`src/rtl/sha256_job_dispatcher.sv`:
```
// sha256_job_dispatcher
//
// Host-side initiator for a SHA256 mining node on the ring. A 96-bit host
// job is latched, sent to node id_p as two addressed flits (JOB_HI, then
// JOB_LO), and the dispatcher then waits for that node's RESULT flit. The
// nonce/found pair, or a timeout indication, is held for the host until
// result_yumi_i.
//
// Optional feature macro: SHA256_DISPATCH_TIMEOUT_EN
//   defined   - a saturating 32-bit wait counter ends WAIT_RESULT after
//               timeout_p cycles with a timeout result.
//   undefined - no counter; WAIT_RESULT ends only on a matching result,
//               result_timeout_o is tied low and timeout_p is unused.
//
// Flit layout: [79:72] node id, [71:64] type, [63:0] payload.
//
// Ports
//   clk_i, reset_n_i            clock (rising edge), async active-low reset
//   job_v_i, job_i, job_ready_o host job handshake ({message[63:0], target[31:0]})
//   v_o, data_o, yumi_i         outgoing ring flit (valid / data / consumed)
//   v_i, data_i, ready_o        incoming ring flit (valid / data / taken)
//   result_v_o, result_nonce_o, result_found_o, result_timeout_o,
//   result_yumi_i               result to host and its consume strobe
//   busy_o                      high whenever the dispatcher is not idle
module sha256_job_dispatcher #(
    parameter int unsigned ring_width_p = 80,
    parameter logic [7:0]  id_p         = 8'h00,
    parameter logic [31:0] timeout_p    = 32'hFFFF_FFFF
) (
    input  logic                    clk_i,
    input  logic                    reset_n_i,
    input  logic                    job_v_i,
    input  logic [95:0]             job_i,
    output logic                    job_ready_o,
    output logic                    v_o,
    output logic [ring_width_p-1:0] data_o,
    input  logic                    yumi_i,
    input  logic                    v_i,
    input  logic [ring_width_p-1:0] data_i,
    output logic                    ready_o,
    output logic                    result_v_o,
    output logic [31:0]             result_nonce_o,
    output logic                    result_found_o,
    output logic                    result_timeout_o,
    input  logic                    result_yumi_i,
    output logic                    busy_o
);

    localparam logic [7:0] type_job_hi_c = 8'h01;
    localparam logic [7:0] type_job_lo_c = 8'h02;
    localparam logic [7:0] type_result_c = 8'h81;

    typedef enum logic [2:0] {
        IDLE        = 3'd0,
        SEND_HI     = 3'd1,
        SEND_LO     = 3'd2,
        WAIT_RESULT = 3'd3,
        HOLD_RESULT = 3'd4
    } state_t;

    state_t      state_r;
    logic [31:0] target_r;
    logic        match_s;
    logic        unused_s;

    // A flit is a usable result only if it is taken this cycle and is a
    // RESULT addressed to our node; anything else taken is dropped.
    assign match_s = v_i && ready_o
                  && (data_i[79:72] == id_p)
                  && (data_i[71:64] == type_result_c);

`ifdef SHA256_DISPATCH_TIMEOUT_EN
    logic [31:0] wait_cnt_r;
    logic        timeout_hit_s;

    // Counter value k means the (k+1)-th cycle in WAIT_RESULT, so the
    // result appears exactly timeout_p cycles after entry.
    assign timeout_hit_s = (wait_cnt_r == (timeout_p - 32'd1));
    assign unused_s      = ^data_i[63:33];
`else
    assign unused_s      = ^{data_i[63:33], timeout_p};
    assign result_timeout_o = 1'b0;
`endif

    // Dispatcher FSM; every output is registered and set for the state
    // being entered so it is valid in the first cycle of that state.
    always_ff @(posedge clk_i or negedge reset_n_i) begin
        if (!reset_n_i) begin
            state_r        <= IDLE;
            target_r       <= 32'h0;
            job_ready_o    <= 1'b1;
            v_o            <= 1'b0;
            data_o         <= 80'h0;
            ready_o        <= 1'b1;
            result_v_o     <= 1'b0;
            result_nonce_o <= 32'h0;
            result_found_o <= 1'b0;
            busy_o         <= 1'b0;
`ifdef SHA256_DISPATCH_TIMEOUT_EN
            result_timeout_o <= 1'b0;
            wait_cnt_r       <= 32'h0;
`endif
        end else begin
            case (state_r)
                IDLE: begin
                    if (job_v_i && job_ready_o) begin
                        // Only the target is kept; the message goes straight
                        // into the JOB_HI flit register.
                        state_r     <= SEND_HI;
                        target_r    <= job_i[31:0];
                        job_ready_o <= 1'b0;
                        busy_o      <= 1'b1;
                        v_o         <= 1'b1;
                        data_o      <= {id_p, type_job_hi_c, job_i[95:32]};
                    end
                end
                SEND_HI: begin
                    if (yumi_i) begin
                        state_r <= SEND_LO;
                        data_o  <= {id_p, type_job_lo_c, 32'h0, target_r};
                    end
                end
                SEND_LO: begin
                    if (yumi_i) begin
                        state_r <= WAIT_RESULT;
                        v_o     <= 1'b0;
                        data_o  <= 80'h0;
`ifdef SHA256_DISPATCH_TIMEOUT_EN
                        wait_cnt_r <= 32'h0;
`endif
                    end
                end
                WAIT_RESULT: begin
                    // A matching result has priority over a same-cycle timeout.
                    if (match_s) begin
                        state_r        <= HOLD_RESULT;
                        ready_o        <= 1'b0;
                        result_v_o     <= 1'b1;
                        result_nonce_o <= data_i[31:0];
                        result_found_o <= data_i[32];
`ifdef SHA256_DISPATCH_TIMEOUT_EN
                        result_timeout_o <= 1'b0;
                    end else if (timeout_hit_s) begin
                        state_r          <= HOLD_RESULT;
                        ready_o          <= 1'b0;
                        result_v_o       <= 1'b1;
                        result_nonce_o   <= 32'h0;
                        result_found_o   <= 1'b0;
                        result_timeout_o <= 1'b1;
                    end else if (wait_cnt_r != 32'hFFFF_FFFF) begin
                        wait_cnt_r <= wait_cnt_r + 32'd1;
`endif
                    end
                end
                HOLD_RESULT: begin
                    if (result_yumi_i) begin
                        state_r        <= IDLE;
                        ready_o        <= 1'b1;
                        job_ready_o    <= 1'b1;
                        busy_o         <= 1'b0;
                        result_v_o     <= 1'b0;
                        result_nonce_o <= 32'h0;
                        result_found_o <= 1'b0;
`ifdef SHA256_DISPATCH_TIMEOUT_EN
                        result_timeout_o <= 1'b0;
`endif
                    end
                end
                default: begin
                    state_r        <= IDLE;
                    job_ready_o    <= 1'b1;
                    v_o            <= 1'b0;
                    data_o         <= 80'h0;
                    ready_o        <= 1'b1;
                    result_v_o     <= 1'b0;
                    result_nonce_o <= 32'h0;
                    result_found_o <= 1'b0;
                    busy_o         <= 1'b0;
`ifdef SHA256_DISPATCH_TIMEOUT_EN
                    result_timeout_o <= 1'b0;
`endif
                end
            endcase
        end
    end

endmodule

```
`config.mk`:
```
export PLATFORM = sky130hd
export DESIGN_NAME = sha256_job_dispatcher
export DESIGN_NICKNAME = d
export VERILOG_FILES = /design/src/rtl/sha256_job_dispatcher.sv
export SDC_FILE = /design/constraint.sdc
export NUM_CORES = 1
export LEC_CHECK = 0
export CORE_AREA = 2 2 119 121
export DETAILED_ROUTE_END_ITERATION = 7
export DIE_AREA = 0 0 121 123
export PLACE_DENSITY = 0.85
export SYNTH_ARGS = -nofsm -noshare
export SYNTH_HDL_FRONTEND = slang
export SYNTH_SLANG_ARGS = --single-unit
```
`constraint.sdc`:
```
create_clock -name clk_i -period 2.8 [get_ports clk_i]
set_clock_uncertainty 0.2 [all_clocks]
set_input_delay 0.84 -clock clk_i [delete_from_list [all_inputs] [get_ports clk_i]]
set_output_delay 0.84 -clock clk_i [all_outputs]
set_load 0.005 [all_outputs]
```
==> results of run 1 <==
## stage by stage
stage / setup WS (ps) / util [%] / total power, mW
5_1_grt: 143 / 66.9 / 6.38
6_report: 198 / 66.9 / 6.10
4_1_cts: 179 / 66.9 / 6.15
3_3_place_gp: -142 / 62.3 / 3.70
2_1_floorplan: 332 / - / 2.88
3_5_place_dp: -183 / 62.3 / 3.77
## sequential cells by signal, summed over array words and instances (netlist names)
signal and cells:
result_v_o 1, job_ready_o 1, data_o 66, v_o 1, result_found_o 1, result_nonce_o 32, target_r 32, busy_o 1
state_r 3, ready_o 1
## area by class of cell
cell class / instances / share of cell area, %
clock buffers: 21 / 5.06
flip-flops and latches: 139 / 38.2
clock inverters: 11 / 1.83
well taps: 180 / 2.47
multi-input cells: 258 / 21.7
repair buffers: 275 / 30.6
inverters: 3 / 0.124
## where the power goes
group	internal [mW]	switching (mW)
logic	0.828	0.494
clock network	1.53	0.824
registers	2.26	0.163
total	4.62	1.48
## cell families (layout without fill, tap and decap cells)
| group | after synthesis | after routing | synth area share [%] |
|---|---|---|---|
| other cells | 1 | 15 | 0.0658 |
| flops | 139 | 139 | 61.1 |
| buf+inv | 58 | 310 | 5.99 |
| mux | 32 | 32 | 6.32 |
| compound gates | 150 | 150 | 19.6 |
| simple gates | 61 | 61 | 6.96 |
## layer usage
metal  GRT usage (%)  up-vias  share of wire [%]
met4            8.65        0                1.7
met2            38.1      237                 53
met3            6.00       19                6.8
met5               0        -                  0
li1                -     2152                  -
met1            26.8     2412                 39
## cells in the final DEF (no fill, tap or decap), drive strengths merged, types with 2 or more instances in the layout
master,n
clkdlybuf4s50,253
dfrtp,137
a22o,65
a21oi,37
nor4,35
mux2,32
a22oi,32
buf,22
clkbuf,21
conb,15
nand2,7
o21ai,5
a21o,4
nor2,4
bufinv,4
nor3,4
inv,4
o21a,3
clkinv,3
clkinvlp,3
nor2b,3
dfstp,2
nor4b,2
## path summary, 6_finish.rpt
kind	to	slack, ps	cells past startpoint
max	job_ready_o	200	1
min	data_o[13]	170	1
max reg2reg	result_found_o	680	3
min reg2reg	data_o[45]	300	1
max in group asynchronous	target_r[19]	1650	2
min in group clk_i	data_o[45]	300	1
==> impl_metrics.json, run 1 <==
{
  "grt_overflow": 0,
  "n_antenna_cell": 0,
  "clock_sinks": 139,
  "hold_violations": 0,
  "clk_pin_slew_worst_paths_ps": 60,
  "die_y_um": 123,
  "crit_chain": "clkdlybuf4s50_1",
  "cts_root_buffer": "clkbuf_16",
  "max_freq_mhz": 384,
  "max_slew_margin_pct": 63.9,
  "ff_latch_area_mm2": 0.00348,
  "synth_top_area_cell": "dfrtp_1",
  "crit_path_start": "job_ready_o",
  "ys_seq_area_share_pct": 61.1,
  "clock_latency_ps": 420,
  "final_nets": 876,
  "area_growth_pct": 59.8,
  "critPathLaunchType": "flip-flop",
  "drc": 0,
  "core_mm2": 0.0136,
  "worstSetupPathType": "flip-flop to output port",
  "p_per_area_mw_per_mm2": 670,
  "ctsHoldBuffers": 0,
  "grt_pass1_wl_um": 25400,
  "setup_viol": 0,
  "fillers": 971,
  "ioPinCount": 301,
  "die_x_um": 121,
  "grt_usage_pct": 22.2,
  "critPathMaxStageDelay_ps": 570,
  "ir_drop_mv": 0.408,
  "cp_data_arrival_time_ps": 1560,
  "post_dp_cell_area_mm2": 0.00848,
  "synthMostInstantiatedCell": "dfrtp_1",
  "drive_gt1_share_pct": 13.7,
  "ctsResizeCount": 0,
  "port_buffers": 254,
  "wl_per_cell_um": 18.6,
  "synth-edff-count": 0,
  "status": "complete, no violations",
  "hold_class": "primary input to asynchronous set/reset pin",
  "synth_cell_types": 36,
  "grt_pass1_vias": 4994,
  "rows": 43,
  "instances_no_fill": 887,
  "syn_inst": 441,
  "final_cell_area_mm2": 0.00911,
  "design.die.area_mm2": 0.0149,
  "h-tree-depth": 4,
  "yosysTopAreaCellShare_pct": 60.1,
  "synth_area_leaders": "dfrtp_1 (60%), a22o_1 (10%), mux2_2 (6.3%)",
  "avgSynthCellArea_um2": 12.9,
  "cp.required_ps": 1760,
  "p_leak_nw": 3.97,
  "async_flop_share_pct": 100,
  "max_cap_viol_count": 0,
  "syn_area_mm2": 0.00570,
  "dp_hpwl_um": 11400,
  "multi_input_area_mm2": 0.00197,
  "cp_slowest_cell": "dfstp_2",
  "r2r-start": "state_r[2]",
  "synth_warnings": 0,
  "min_period_ps": 2600,
  "place_inst": 855,
  "vias": 4820,
  "finalCritPeriodShare_pct": 92.9,
  "clockBufferDepth": 2,
  "crit_family": "flip-flops",
  "vias_per_cell": 5.43,
  "synth_seq_cells": 139,
  "wl_um": 16500,
  "cts-buffers-inserted": 17,
  "tritoncts": "done",
  "setup-tns-final_ps": 0,
  "post_cts_buffers": 0,
  "gp_congestion": 0.794,
  "endpoint_kind": "output port",
  "drt_iter0_drc": 370,
  "worst_pin_slew_ps": 541,
  "synth_common_cells": "dfrtp_1 (137), a22o_1 (65), a21oi_1 (37)",
  "slew_violations": 0,
  "rsz0062_at_grt": "false",
  "worst_hold_slack_ps": 169,
  "antenna_left": 0,
  "ys.flop_type": "dfrtp_1",
  "grt_max_degree": 49,
  "firstDrtPassIters": 5,
  "critPathBufInv": 1,
  "path_max_fanout": 6,
  "initial_utilization_pct": 41.9,
  "antenna_found_initial": 0
}
No activity file was read; power rests on OpenSTA's default activity.
==> inputs of run 2 (changes only) <==
PLACE_DENSITY = unset   (was 0.85)
PLACE_DENSITY_LB_ADDON = 0.1   (was unset)
==> impl_metrics.json, run 2 (synthesis results as in run 1) <==
{
  "n_antenna_cell": 0,
  "clockBufferDepth": 2,
  "cts_root_buffer": "clkbuf_16",
  "p_per_area_mw_per_mm2": 662,
  "final_cell_mix": "clkdlybuf4s50_1 (253), dfrtp_1 (137), a22o_1 (65), a21oi_1 (37), nor4_1 (34)",
  "wl_um": 16300,
  "endpoint_kind": "flip-flop",
  "grt_pass1_wl_um": 25400,
  "met3_usage_pct": 7.15,
  "grt_overflow": 0,
  "cp_data_arrival_time_ps": 2710,
  "grt_usage_pct": 22.1,
  "path_max_fanout": 33,
  "setup_viol": 0,
  "rsz0062_at_grt": "false",
  "vias_per_cell": 5.33,
  "top_regs": "data_o (66), result_nonce_o (32), target_r (32)",
  "grt_max_degree": 53,
  "cp.required_ps": 2900,
  "vias": 4739,
  "max_slew_margin_pct": 63.9,
  "firstDrtPassIters": 4,
  "die_x_um": 121,
  "wl_per_cell_um": 18.3,
  "slew_violations": 0,
  "crit_chain": "clkdlybuf4s50_1, nor4b_2, buf_4, nand4_2, o41a_4, a22o_1",
  "r2r-start": "state_r[2]",
  "final_nets": 878,
  "mostFrequentLayoutCell": "clkdlybuf4s50_1",
  "die_y_um": 123,
  "cts-buffers-inserted": 17,
  "post_cts_buffers": 0,
  "core_mm2": 0.0136,
  "largest_reg_flops": 66,
  "worstSetupPathType": "primary input to flip-flop",
  "final_util_pct": 67.0,
  "drc": 0,
  "p_leak_nw": 3.97,
  "largest-register": "data_o",
  "grt_busiest_layer": "met2",
  "port_buffers": 254,
  "crit_family": "compound AO/OA/AOI/OAI gates",
  "final_cell_area_mm2": 0.00912,
  "area_growth_pct": 60.0,
  "finalCritPeriodShare_pct": 93.1,
  "dp_hpwl_um": 11200,
  "critPathMaxStageDelay_ps": 610,
  "rows": 43,
  "clock_sinks": 139,
  "grt_use_met2_pct": 35.9,
  "max_freq_mhz": 384,
  "design.die.area_mm2": 0.0149,
  "crit_path_start": "data_i[77]",
  "status": "complete, no violations",
  "setup-tns-final_ps": 0,
  "drt_iter0_drc": 335,
  "grtUsageMet1_pct": 27.3,
  "hold_class": "primary input to asynchronous set/reset pin",
  "ctsHoldBuffers": 0,
  "tritoncts": "done",
  "ioPinCount": 301,
  "hold_violations": 0,
  "gp_congestion": 0.748,
  "fillers": 1067,
  "antenna_found_initial": 1,
  "min_period_ps": 2610,
  "place_inst": 857,
  "critPathLaunchType": "primary input",
  "worst_pin_slew_ps": 542,
  "post_dp_cell_area_mm2": 0.00851,
  "antenna_left": 0,
  "cp_slowest_cell": "o41a_4",
  "critPathBufInv": 2,
  "initial_utilization_pct": 41.9,
  "instances_no_fill": 889,
  "grt_pass1_vias": 4879,
  "max_cap_viol_count": 0,
  "clk_pin_slew_worst_paths_ps": 60,
  "drive_gt1_share_pct": 14.1,
  "ir_drop_mv": 0.431,
  "h-tree-depth": 4,
  "ctsResizeCount": 0,
  "clock_latency_ps": 420
}
-- run 2: cell count changes in the layout (fill, tap and decap cells not counted), sizes merged --
cell,change
buf,+2
clkinvlp,+2
bufinv,-1
inv,-1
-- run 2: metrics by stage --
stage	hold slack (ps)	setup slack, ps	total power [mW]
final	155	194	6.04
after global placement	257	-257	3.73
after global routing	173	109	6.32
after detailed placement	266	-260	3.76
after floorplan	274	332	2.88
after CTS	154	184	6.10
-- run 2: cell type report --
class                      instances  area, um2  share of cell area, %
multi-input combinational        258       1970                   21.6
tap                              180        225                   2.47
clock buffer                      21        470                   5.16
inverter                           3       11.3                  0.123
sequential                       139       3480                   38.2
clock inverter                    11        143                   1.56
timing repair buffer             277       2820                   30.9
-- run 2: path summary, 6_finish.rpt --
check | slack, ps | endpoint | cells past startpoint
worst max-delay path | 190 | result_nonce_o[30] | 6
worst min-delay path | 160 | data_o[10] | 1
worst max register to register | 680 | result_nonce_o[30] | 3
worst min register to register | 280 | data_o[64] | 1
max in group asynchronous | 1570 | ready_o | 2
min in group clk_i | 280 | data_o[64] | 1
-- run 2: routing by layer --
metal  share of wire [%]  wire (um)
met1                  40       6480
met2                  50       8150
met3                 7.5       1220
met4                 2.5        405
met5               0.080         13
-- run 2: report_power, final --
part / internal [mW] / switching (mW) / total [mW]
logic: 0.831 / 0.480 / 1.31
clock network: 1.47 / 0.850 / 2.32
registers: 2.26 / 0.153 / 2.41
total: 4.56 / 1.48 / 6.04
==> inputs of run 3 (changes only) <==
CAP_MARGIN = 10   (was unset)
SKIP_CTS_REPAIR_TIMING = 1   (was unset)
==> results of run 3 <==
No change in the layout: final DEF, timing and power equal those of run 2.
